[config.mk]
export PLATFORM = sky130hd
export DESIGN_NAME = gelato_multi_warp_inst_buffer_flat
export DESIGN_NICKNAME = d
export VERILOG_FILES = /design/src/rtl/gelato_multi_warp_inst_buffer_if.sv /design/src/rtl/gelato_multi_warp_inst_buffer.sv /design/src/flat_wrapper.sv
export SDC_FILE = /design/constraint.sdc
export NUM_CORES = 1
export LEC_CHECK = 0
export CORE_ASPECT_RATIO = 1.75
export CORE_UTILIZATION = 57
export CTS_BUF_LIST = sky130_fd_sc_hd__clkbuf_16
export CTS_CLUSTER_DIAMETER = 150
export DETAILED_ROUTE_END_ITERATION = 10
export GPL_TIMING_DRIVEN = 0
export PLACE_DENSITY = 0.8
export SLEW_MARGIN = 5
export SYNTH_ARGS = -nofsm -noshare
export SYNTH_HDL_FRONTEND = slang
export SYNTH_SLANG_ARGS = --single-unit
[constraint.sdc]
create_clock -name clk -period 3.3 [get_ports clk]
set_input_delay 0.33 -clock clk [delete_from_list [all_inputs] [get_ports clk]]
set_output_delay 0.33 -clock clk [all_outputs]
set_load 0.005 [all_outputs]
[src/rtl/gelato_multi_warp_inst_buffer_if.sv]
// Decoder/scheduler-facing bundle of the per-warp instruction buffer.
// The master side drives push/pop/flush requests. The slave side is the buffer itself.
interface gelato_multi_warp_inst_buffer_if #(
   parameter int NUM_WARPS  = 4,
   parameter int INST_WIDTH = 32,
   parameter int WID_W      = (NUM_WARPS > 1) ? $clog2(NUM_WARPS) : 1,
   parameter int CNT_W      = 3
);
   logic                            push_valid;
   logic [WID_W-1:0]                push_warp_id;
   logic [INST_WIDTH-1:0]           push_inst;
   logic                            push_ready;
   logic [NUM_WARPS-1:0]            pop_en;
   logic [NUM_WARPS*INST_WIDTH-1:0] head_inst;
   logic [NUM_WARPS-1:0]            empty;
   logic [NUM_WARPS-1:0]            full;
   logic [NUM_WARPS-1:0]            almost_full;
   logic [NUM_WARPS*CNT_W-1:0]      occupancy;
   logic                            flush_en;
   logic [WID_W-1:0]                flush_warp_id;
   logic [NUM_WARPS-1:0]            err_pop_empty;

   modport master (
      output push_valid, push_warp_id, push_inst, pop_en, flush_en, flush_warp_id,
      input  push_ready, head_inst, empty, full, almost_full, occupancy, err_pop_empty
   );

   modport slave (
      input  push_valid, push_warp_id, push_inst, pop_en, flush_en, flush_warp_id,
      output push_ready, head_inst, empty, full, almost_full, occupancy, err_pop_empty
   );
endinterface

[src/rtl/gelato_multi_warp_inst_buffer.sv]
// NUM_WARPS independent FIFOs. A push becomes visible on head_inst 1 cycle later, and pops read the head combinationally.
// Backpressure: push_ready drops when the target warp is full, being flushed, or rdy is low.
module gelato_multi_warp_inst_buffer #(
   parameter int NUM_WARPS          = 4,
   parameter int DEPTH              = 4,
   parameter int INST_WIDTH         = 32,
   parameter int ALMOST_FULL_THRESH = 3,
   parameter int WID_W              = (NUM_WARPS > 1) ? $clog2(NUM_WARPS) : 1,
   parameter int CNT_W              = $clog2(DEPTH + 1)
) (
   input  logic                             clk,
   input  logic                             rst_n,
   input  logic                             rdy,
   gelato_multi_warp_inst_buffer_if.slave   bus
);
   localparam int PTR_W = $clog2(DEPTH);
   localparam logic [CNT_W-1:0] FULL_CNT = CNT_W'(DEPTH);
   localparam logic [CNT_W-1:0] AF_CNT   = CNT_W'(ALMOST_FULL_THRESH);

   logic [INST_WIDTH-1:0] mem_q [NUM_WARPS][DEPTH];
   logic [PTR_W-1:0]      head_q [NUM_WARPS];
   logic [PTR_W-1:0]      head_d [NUM_WARPS];
   logic [PTR_W-1:0]      tail_q [NUM_WARPS];
   logic [PTR_W-1:0]      tail_d [NUM_WARPS];
   logic [CNT_W-1:0]      cnt_q  [NUM_WARPS];
   logic [CNT_W-1:0]      cnt_d  [NUM_WARPS];
   logic [NUM_WARPS-1:0]  err_q, err_d;
   logic [NUM_WARPS-1:0]  push_fire, pop_fire, flush_hit, sel;

   always_comb begin
      bus.push_ready = 1'b0;
      err_d          = err_q;
      for (int w = 0; w < NUM_WARPS; w++) begin
         flush_hit[w] = rdy & bus.flush_en & (bus.flush_warp_id == WID_W'(w));
         sel[w]       = (bus.push_warp_id == WID_W'(w));
         // An id beyond NUM_WARPS-1 matches no warp, so push_ready stays low.
         if (sel[w])
            bus.push_ready = rdy & (cnt_q[w] != FULL_CNT) & ~flush_hit[w];
         push_fire[w] = sel[w] & bus.push_valid & rdy & (cnt_q[w] != FULL_CNT) & ~flush_hit[w];
         pop_fire[w]  = rdy & bus.pop_en[w] & (cnt_q[w] != '0) & ~flush_hit[w];
         if (rdy & bus.pop_en[w] & (cnt_q[w] == '0) & ~flush_hit[w])
            err_d[w] = 1'b1;

         head_d[w] = pop_fire[w]  ? head_q[w] + PTR_W'(1) : head_q[w];
         tail_d[w] = push_fire[w] ? tail_q[w] + PTR_W'(1) : tail_q[w];
         case ({push_fire[w], pop_fire[w]})
            2'b10:   cnt_d[w] = cnt_q[w] + CNT_W'(1);
            2'b01:   cnt_d[w] = cnt_q[w] - CNT_W'(1);
            default: cnt_d[w] = cnt_q[w];
         endcase
         if (flush_hit[w]) begin
            head_d[w] = '0;
            tail_d[w] = '0;
            cnt_d[w]  = '0;
         end
      end
   end

   always_ff @(posedge clk or negedge rst_n) begin
      if (!rst_n) begin
         err_q <= '0;
         for (int w = 0; w < NUM_WARPS; w++) begin
            head_q[w] <= '0;
            tail_q[w] <= '0;
            cnt_q[w]  <= '0;
         end
      end else begin
         err_q <= err_d;
         for (int w = 0; w < NUM_WARPS; w++) begin
            head_q[w] <= head_d[w];
            tail_q[w] <= tail_d[w];
            cnt_q[w]  <= cnt_d[w];
         end
      end
   end

   // Storage is not reset; entries only become observable once counted.
   always_ff @(posedge clk) begin
      for (int w = 0; w < NUM_WARPS; w++)
         if (push_fire[w])
            mem_q[w][tail_q[w]] <= bus.push_inst;
   end

   always_comb begin
      bus.head_inst     = '0;
      bus.occupancy     = '0;
      bus.empty         = '0;
      bus.full          = '0;
      bus.almost_full   = '0;
      bus.err_pop_empty = err_q;
      for (int w = 0; w < NUM_WARPS; w++) begin
         bus.head_inst[w*INST_WIDTH +: INST_WIDTH] = mem_q[w][head_q[w]];
         bus.occupancy[w*CNT_W +: CNT_W]           = cnt_q[w];
         bus.empty[w]       = (cnt_q[w] == '0);
         bus.full[w]        = (cnt_q[w] == FULL_CNT);
         bus.almost_full[w] = (cnt_q[w] >= AF_CNT);
      end
   end
endmodule

[src/flat_wrapper.sv]
// flat-port wrapper written by rule: the top's interface ports become plain ports
module gelato_multi_warp_inst_buffer_flat 
#(
   parameter int NUM_WARPS          = 4,
   parameter int DEPTH              = 4,
   parameter int INST_WIDTH         = 32,
   parameter int ALMOST_FULL_THRESH = 3,
   parameter int WID_W              = (NUM_WARPS > 1) ? $clog2(NUM_WARPS) : 1,
   parameter int CNT_W              = $clog2(DEPTH + 1)
)
  (clk, rst_n, rdy, bus_push_valid, bus_push_warp_id, bus_push_inst, bus_pop_en, bus_flush_en, bus_flush_warp_id, bus_push_ready, bus_head_inst, bus_empty, bus_full, bus_almost_full, bus_occupancy, bus_err_pop_empty);
  gelato_multi_warp_inst_buffer_if #(.NUM_WARPS(NUM_WARPS), .INST_WIDTH(INST_WIDTH), .WID_W(WID_W), .CNT_W(CNT_W)) bus_i ();
  input  logic clk;
  input  logic rst_n;
  input  logic rdy;
  input wire logic [$bits(bus_i.push_valid)-1:0] bus_push_valid;
  input wire logic [$bits(bus_i.push_warp_id)-1:0] bus_push_warp_id;
  input wire logic [$bits(bus_i.push_inst)-1:0] bus_push_inst;
  input wire logic [$bits(bus_i.pop_en)-1:0] bus_pop_en;
  input wire logic [$bits(bus_i.flush_en)-1:0] bus_flush_en;
  input wire logic [$bits(bus_i.flush_warp_id)-1:0] bus_flush_warp_id;
  output wire logic [$bits(bus_i.push_ready)-1:0] bus_push_ready;
  output wire logic [$bits(bus_i.head_inst)-1:0] bus_head_inst;
  output wire logic [$bits(bus_i.empty)-1:0] bus_empty;
  output wire logic [$bits(bus_i.full)-1:0] bus_full;
  output wire logic [$bits(bus_i.almost_full)-1:0] bus_almost_full;
  output wire logic [$bits(bus_i.occupancy)-1:0] bus_occupancy;
  output wire logic [$bits(bus_i.err_pop_empty)-1:0] bus_err_pop_empty;
  assign bus_i.push_valid = bus_push_valid;
  assign bus_i.push_warp_id = bus_push_warp_id;
  assign bus_i.push_inst = bus_push_inst;
  assign bus_i.pop_en = bus_pop_en;
  assign bus_i.flush_en = bus_flush_en;
  assign bus_i.flush_warp_id = bus_flush_warp_id;
  assign bus_push_ready = bus_i.push_ready;
  assign bus_head_inst = bus_i.head_inst;
  assign bus_empty = bus_i.empty;
  assign bus_full = bus_i.full;
  assign bus_almost_full = bus_i.almost_full;
  assign bus_occupancy = bus_i.occupancy;
  assign bus_err_pop_empty = bus_i.err_pop_empty;
  gelato_multi_warp_inst_buffer #(.NUM_WARPS(NUM_WARPS), .DEPTH(DEPTH), .INST_WIDTH(INST_WIDTH), .ALMOST_FULL_THRESH(ALMOST_FULL_THRESH), .WID_W(WID_W), .CNT_W(CNT_W)) u_core (.clk(clk), .rst_n(rst_n), .rdy(rdy), .bus(bus_i));
endmodule
==> impl.org, run 1 <==
** Timing
- Worst Tran Pin Value :: 950 ps
- In this run the tightest slew margin relative to its limit is 0.367.
- Endpoints failing hold :: 0
- Setup repair after global routing left no endpoint under its margin.
- Setup total negative slack on the finished layout was measured at 0 ps.
- The final max-slew violation count was 0.
- Time the worst path needs with I/O delays and setup :: 3100 ps
- Maximum frequency from static timing analysis :: roughly 320 MHz
- Setup violations remaining at the end of the flow were counted as 0.
- In the finished design, the share of the clock period the worst path needs comes to 0.940.
- On the final layout, the worst clock skew is around 12 ps.

** Clock tree
- Cell at the root of the clock tree :: clkbuf_16
- Deepest clock path buffer count :: 3
- TritonCTS created 45 clock buffers.
- TritonCTS built the clock tree.
- Clock latency at the later pin of the worst-skew pair :: around 560 ps
- Clock-pin slew on the worst setup and hold paths :: about 60 ps
- Clock Sink Count :: 544
- In this run the number of H-tree levels came out at 2.

** Detailed routing
- The routed design has 45100 um of wire.
- The detail route stage leaves a number of antenna-violating nets equal to 0.
- After detailed routing, the number of vias per cell comes to a little over 6.
- DRC violation total after the first TritonRoute iteration :: around 880
- Routed len/inst :: roughly 27 um
- DRC viols :: 0
- Total vias in the final route :: around 10000
- For this run, the detailed router's first-pass iteration total came to 5.

** Critical path
- Ordered cell list for the critical path :: buf_2, clkbuf_1, mux4_2, clkdlybuf4s50_1
- STA classifies the critical path endpoint as an output pin.
- At the worst endpoint, the required time is approximately 3000 ps.
- Crit Reg-Reg Endpoint :: u_core.bus.occupancy[8]
- Data on the critical path arrives at its endpoint at approximately 2800 ps.
- Worst reg2reg path depth :: 9
- Max Fanout on Critical Path :: 10
- Setup slack on the worst reg-to-reg path comes out at 690 ps.
- Start-to-end type of the worst setup path :: reg2out
- In this run the worst setup path begins at u_core.head_q[3].
- Endpoint of the worst setup timing path :: bus_head_inst[84]
- The largest individual stage delay along the critical path comes from the cell clkbuf_1.
- CP max stage delay :: around 700 ps
- Launching point of the worst reg2reg path :: u_core.bus.occupancy[8]
- CP startpoint kind :: flop

** Synth
- Among all flip-flop cells after synthesis, the most frequent one is edfxtp_1.
- The synthesized design contains 512 enable-type register cells.
- Counting flops and latches in the post-synthesis netlist gives around 540.
- The synthesized netlist occupies a cell area of 0.0206 mm2.
- A synthesized cell averages ~23 um2.
- Yosys printed 0 warnings.
- Area share of the largest cell type after synthesis :: 0.748
- Portion of the post-synthesis area used by sequential elements :: 0.787
- Counting flops with an async set or reset pin after synthesis yields a share of 0.0588.
- Yosys mapped the design onto 43 distinct sky130hd cell types.
- Post-synthesis instance total :: between 800 and 900
- Top post-synthesis cells by area :: edfxtp_1, mux4_2, dfrtp_1
- The largest total area in the synthesized netlist belongs to edfxtp_1.
- The number of nets handed over by synthesis was 953.

** Status
- Status :: finished, final reports clean

** Place
- During placement, the flow inserted port buffers numbering 201.
- Routability Congestion :: between 0.7 and 0.8
- The HPWL after detailed placement is approximately 29000 um.

** Layout
- The library cells used most frequently in the layout, excluding fill and tap cells, are edfxtp_1, clkdlybuf4s50_1, mux4_2.
- Most common library cell in the layout ignoring fill and taps :: edfxtp_1
- 0 antenna diodes ended up in the layout.
- Fraction of layout instances using a drive strength above 1 :: 0.226
- Relative to the synthesized area, the layout overhead comes to 22.1%.
- Number of nets at the end of the flow :: 1218
- Final core occ :: 0.709

** Flow run
- Across the run, the number of max-cap violations was 0.

** GRT
- Wire length of the first global-routing pass :: ~66000 um
- Maximum number of pins on one net before global-route repair :: 33
- Across every metal layer, demand over resource in global routing totals 0.251.
- Final global-route overflow total :: 0
- Via count of the first global-routing pass :: between 10000 and 15000
- Initial antenna violation count :: 0

** Floorplan
- Measured along the x axis, the die boundary spans around 150 um.
- The die is about 250 um tall.
- Starting density of the core :: 0.581
- During I/O placement, the number of pins put on the boundary was approximately 200.
- Area of the die :: between 0.03 and 0.04 mm2
- The core region is 0.0354 mm2.
- The initialized floorplan defines just over 90 standard-cell rows.

** Worst hold path
- Worst min-delay path class :: in2reg
- Start point of the worst min-delay path :: bus_pop_en[2]

** Power and ir drop
- IR analysis of the VDD net gives a maximum drop of ~0.66 mV.
- For this design the ratio of total power to cell area is 782 mW/mm2.
- Lkg Pwr :: 8.23 nW
[metal layers]
layer	routed length, um	GRT usage	vias to the layer above
met5	0	0	-
met1	16100	0.300	5268
met3	2370	0.0339	99
li1	-	-	4183
met4	1790	0.109	0
met2	24800	0.456	423
[where the power goes]
group	internal [W]	switching, W
Combinational	0.00345	0.00263
Sequential	0.00789	0.000251
Clock	0.00306	0.00236
[critical path: cells and delay by family (launching register included)]
| family | cells | cell delay (ps) |
|---|---|---|
| flops | 1 | 360 |
| buf+inv | 3 | 1390 |
| mux | 1 | 460 |
[logic make-up after synthesis]
| logic type | synth area share |
|---|---|
| compound gates | 0.00724 |
| xor+xnor | 0.00681 |
| fa+ha+maj | 0.0161 |
| buf+inv | 0.0127 |
| flops | 0.787 |
| mux | 0.144 |
| simple gates | 0.0266 |
[layout make-up]
class | count | area [um2]
repair buffers | 218 | 2430
flip-flops and latches | 544 | 16200
multi-input cells | 287 | 4150
plain buffers | 37 | 200
fillers | 2066 | 10300
well taps | 465 | 582
clock inverters | 36 | 327
inverters | 16 | 60.1
clock buffers | 47 | 1180
[sequential cells by signal, summed over array words and instances, names as in the netlist]
signal and flops:
u_core.mem_q 512, u_core.bus.occupancy 12, u_core.head_q 8, u_core.tail_q 8
u_core.bus.err_pop_empty 4
[synthesized netlist by cell type (2+ instances only)]
cell      instances
a21oi_1           8
o21ai_0           8
nor3_2            2
buf_2            15
o21bai_1          3
nor3b_2           3
fa_1              4
mux4_2          128
edfxtp_1        512
clkbuf_1         10
or3_1            10
dfrtp_1          32
nand3b_1          3
buf_4             7
inv_1            16
and3_1            4
mux2i_1           8
nand3_1           4
xor2_1            4
nor4_2            2
buf_1             2
xnor2_1          12
ha_1             20
nor3_1            8
a21o_1            4
nor2_1           26
buf_6             2
and2_1           12
[through the flow]
stage / instance area [um2] / worst slack [ps] / hold slack (ps) / instances / power (W)
after global routing: 25100 / 151 / 411 / 1650 / 0.0203
after detailed placement: 23600 / 194 / 451 / 1566 / 0.0144
after global placement: 23200 / -344 / 454 / 1550 / 0.0142
after floorplan: 20600 / 966 / 34.4 / 884 / 0.0112
after CTS: 25100 / 174 / 365 / 1650 / 0.0198
final: 25100 / 196 / 379 / 1650 / 0.0196
[worst min path at each step]
stage,end,slack [ps],cells after the start
after floorplan,u_core.bus.err_pop_empty[0],30,0
after global placement,u_core.bus.err_pop_empty[3],450,1
after detailed placement,u_core.bus.occupancy[9],450,1
after CTS,u_core.bus.err_pop_empty[2],360,3
after global routing,u_core.bus.err_pop_empty[1],410,3
final,u_core.bus.err_pop_empty[2],380,3
[timing repair]
action / CTS / global route
buffers inserted: 0 / 0
hold endpoints to repair: 32 / 0
hold buffers: 1 / 0
gates resized for setup: 0 / 0
No activity file was read; power rests on OpenSTA's default activity.
==> run 2, diff against run 1 <==
--- a/config.mk
+++ b/config.mk
@@ -6,9 +6,11 @@
 export NUM_CORES = 1
 export LEC_CHECK = 0
 export CORE_ASPECT_RATIO = 1.75
+export CORE_MARGIN = 4
 export CORE_UTILIZATION = 57
 export CTS_BUF_LIST = sky130_fd_sc_hd__clkbuf_16
 export CTS_CLUSTER_DIAMETER = 150
+export CTS_CLUSTER_SIZE = 12
 export DETAILED_ROUTE_END_ITERATION = 10
 export GPL_TIMING_DRIVEN = 0
 export PLACE_DENSITY = 0.8
==> impl.org, run 2 (synthesis gave the netlist of run 1 again) <==
** Critical path
- The worst register-to-register path ends at u_core.bus.occupancy[2].
- For the worst setup path, the data required time is roughly 3000 ps.
- Of all nets on the critical path, the largest fanout is 10.
- CP max stage delay :: about 650 ps
- Launching point of the worst reg2reg path :: u_core.bus.occupancy[2]
- Worst reg2reg path depth :: 8
- Arrival time at the worst endpoint :: 2800 ps
- Grouping stages by cell kind, the critical path spends the most delay in buffers and inverters.
- Start-to-end type of the worst setup path :: reg2out
- The worst setup path is launched from a flop.
- Worst Setup End Kind :: output pin
- CP startpoint :: u_core.head_q[5]
- Setup slack on the worst reg-to-reg path comes out at ~670 ps.
- Ordered cell list for the critical path :: clkbuf_2, clkbuf_1, mux4_2, clkdlybuf4s50_1
- Worst path depth :: 4
- Critical path buffer and inverter count :: 3
- For this design, the slowest cell found on the critical path is clkbuf_1.

** Layout
- After routing the design area is roughly 0.025 mm2.
- Final core occ :: 0.704
- Fraction of layout instances using a drive strength above 1 :: 0.218
- Register area :: about 0.016 mm2
- The register with the most flip-flops in the layout has around 500 of them.
- The count of cells in the finished layout, fillers not included, comes to between 1500 and 2000.
- Most common library cell in the layout ignoring fill and taps :: edfxtp_1
- In the final layout, the multi-input gates occupy just over 0.004 mm2.
- Number of nets at the end of the flow :: between 1000 and 1500
- Layout-stage area growth over the synthesis result :: 21.2%
- Fill count :: about 2100
- Number of antenna cells inserted :: 0
- The library cells used most frequently in the layout, excluding fill and tap cells, are edfxtp_1, clkdlybuf4s50_1, mux4_2.

** Floorplan
- Area of the die :: a little under 0.04 mm2
- Die height :: around 260 um
- Row generation in the floorplan step produced 91 rows.
- Pin placement for this block handled 202 I/O pins.
- Die width :: ~150 um
- Starting density of the core :: 0.581
- The region available for standard cell placement spans about 0.035 mm2.

** Place
- After detailed placement, the design holds a cell count of 1566.
- DP Wirelength :: 29500 um
- Routability-driven placement finished with a final weighted congestion of just over 0.7.
- Count of input and output buffers :: 201
- Once placement finished, the instance area stood at 0.0236 mm2.

** Worst hold path
- Capture endpoint of the worst hold path :: u_core.bus.err_pop_empty[2]
- Worst min-delay path class :: in2reg
- Cell depth of the worst min-delay path :: 3
- Start point of the worst min-delay path :: bus_pop_en[2]

** Timing
- Setup repair after global routing left no endpoint under its margin.
- Time the worst path needs with I/O delays and setup :: 3130 ps
- Dividing the final minimum period by the clock period gives 0.950.
- Worst Tran Pin Value :: 967 ps
- Rel. slew slack :: 0.355
- Finish-stage setup viols :: 0
- On the final layout, the worst hold slack is between 300 and 400 ps.
- The count of endpoints failing hold in the final timing report was 0.
- Clock skew on the completed layout was measured at about 20 ps.
- Maximum frequency from static timing analysis :: 319 MHz
- The final max-slew violation count is 0.

** Clock tree
- Clock tree synthesis inserted a total of 51 buffers.
- The longest clock path from root to sink contains 3 buffers.
- Clock Sink Count :: 544
- Resized cells post-CTS :: 0
- Cell at the root of the clock tree :: clkbuf_16
- The H-tree was split into 2 levels.
- TritonCTS built the clock tree.
- Clock latency on the worst-skew pair, taken at its later pin, is approximately 560 ps.
- After clock tree synthesis, the clock-pin slew on the worst setup and hold paths is ~60 ps.

** GRT
- Via count of the first global-routing pass :: 11000
- Final global-route overflow total :: 0
- Entering global routing, the biggest net connects 33 pins.
- In the global route stage, overall resource usage came out at 0.244.
- The number of antenna violations at the first check in global routing came to 0.
- The first global-routing pass estimated 69000 um of wire.

** Power and ir drop
- Lkg Pwr :: 8.15 nW
- In this run the power density over the cells is around 780 mW/mm2.
- Maximum VDD drop :: 0.660 mV

** Detailed routing
- Via/cell ratio :: a little over 6
- In the routed design, unresolved DRC markers number 0.
- DRC violation total after the first TritonRoute iteration :: 950
- Routed Wire Length :: ~46000 um
- The detail route stage leaves a number of antenna-violating nets equal to 0.
- Dividing the detail-routed wire length by the instance count gives roughly 28 um.
- The pre-antenna-repair detailed-routing pass consisted of 5 iterations.
- The detailed router placed 9952 vias in this run.

** Flow run
- Max-cap violations in this run came to 0.

** Status
- Status :: finished, final reports clean
==> run 2: repair_timing <==
item | 4_1_cts | 5_1_grt
setup buffers | 0 | 0
hold buffers | 1 | 0
hold endpoints to repair | 32 | 0
==> run 2: layout make-up <==
| cell class | instances | area share |
|---|---|---|
| Timing Repair Buffer | 218 | 0.0961 |
| Multi-Input combinational cell | 287 | 0.166 |
| Sequential cell | 544 | 0.649 |
| Inverter | 16 | 0.00241 |
| Clock inverter | 10 | 0.00171 |
| Buffer | 37 | 0.00803 |
| Tap cell | 465 | 0.0233 |
| Clock buffer | 53 | 0.0532 |
==> run 2: how the worst max path moves through the flow <==
stage	end	slack, ps
finish	bus_head_inst[55]	170
global route	bus_head_inst[55]	50
CTS	bus_head_inst[55]	100
detailed placement	u_core.bus.occupancy[2]	170
global placement	u_core.mem_q[2][17]	-400
floorplan	u_core.bus.occupancy[8]	970
==> run 2: power breakdown <==
part	total [W]	switching (W)	internal, W
sequential	0.00814	0.000246	0.00790
combinational	0.00609	0.00265	0.00344
clock	0.00509	0.00227	0.00282
==> run 2: worst register-to-register path: stages (launching register included) <==
cell and delay [ps]:
dfrtp_1 440, nor3b_2 220, nor4_2 490, inv_1 100, ha_1 240, fa_1 380
xnor2_1 160, or3_1 320, a21oi_1 200
==> run 2: metrics by stage <==
step	power, W	TNS (ps)	worst slack, ps
after CTS	0.0196	0	99.3
after floorplan	0.0112	0	966
after global routing	0.0202	0	48.3
final	0.0193	0	166
after global placement	0.0143	-157430	-397
after detailed placement	0.0145	0	173
==> run 2: layer usage <==
metal	vias up	global-route usage	wire length, um
li1	4174	-	-
met1	5271	0.300	16000
met2	408	0.433	25600
met3	99	0.0377	2500
met4	0	0.0927	1720
met5	-	0	0
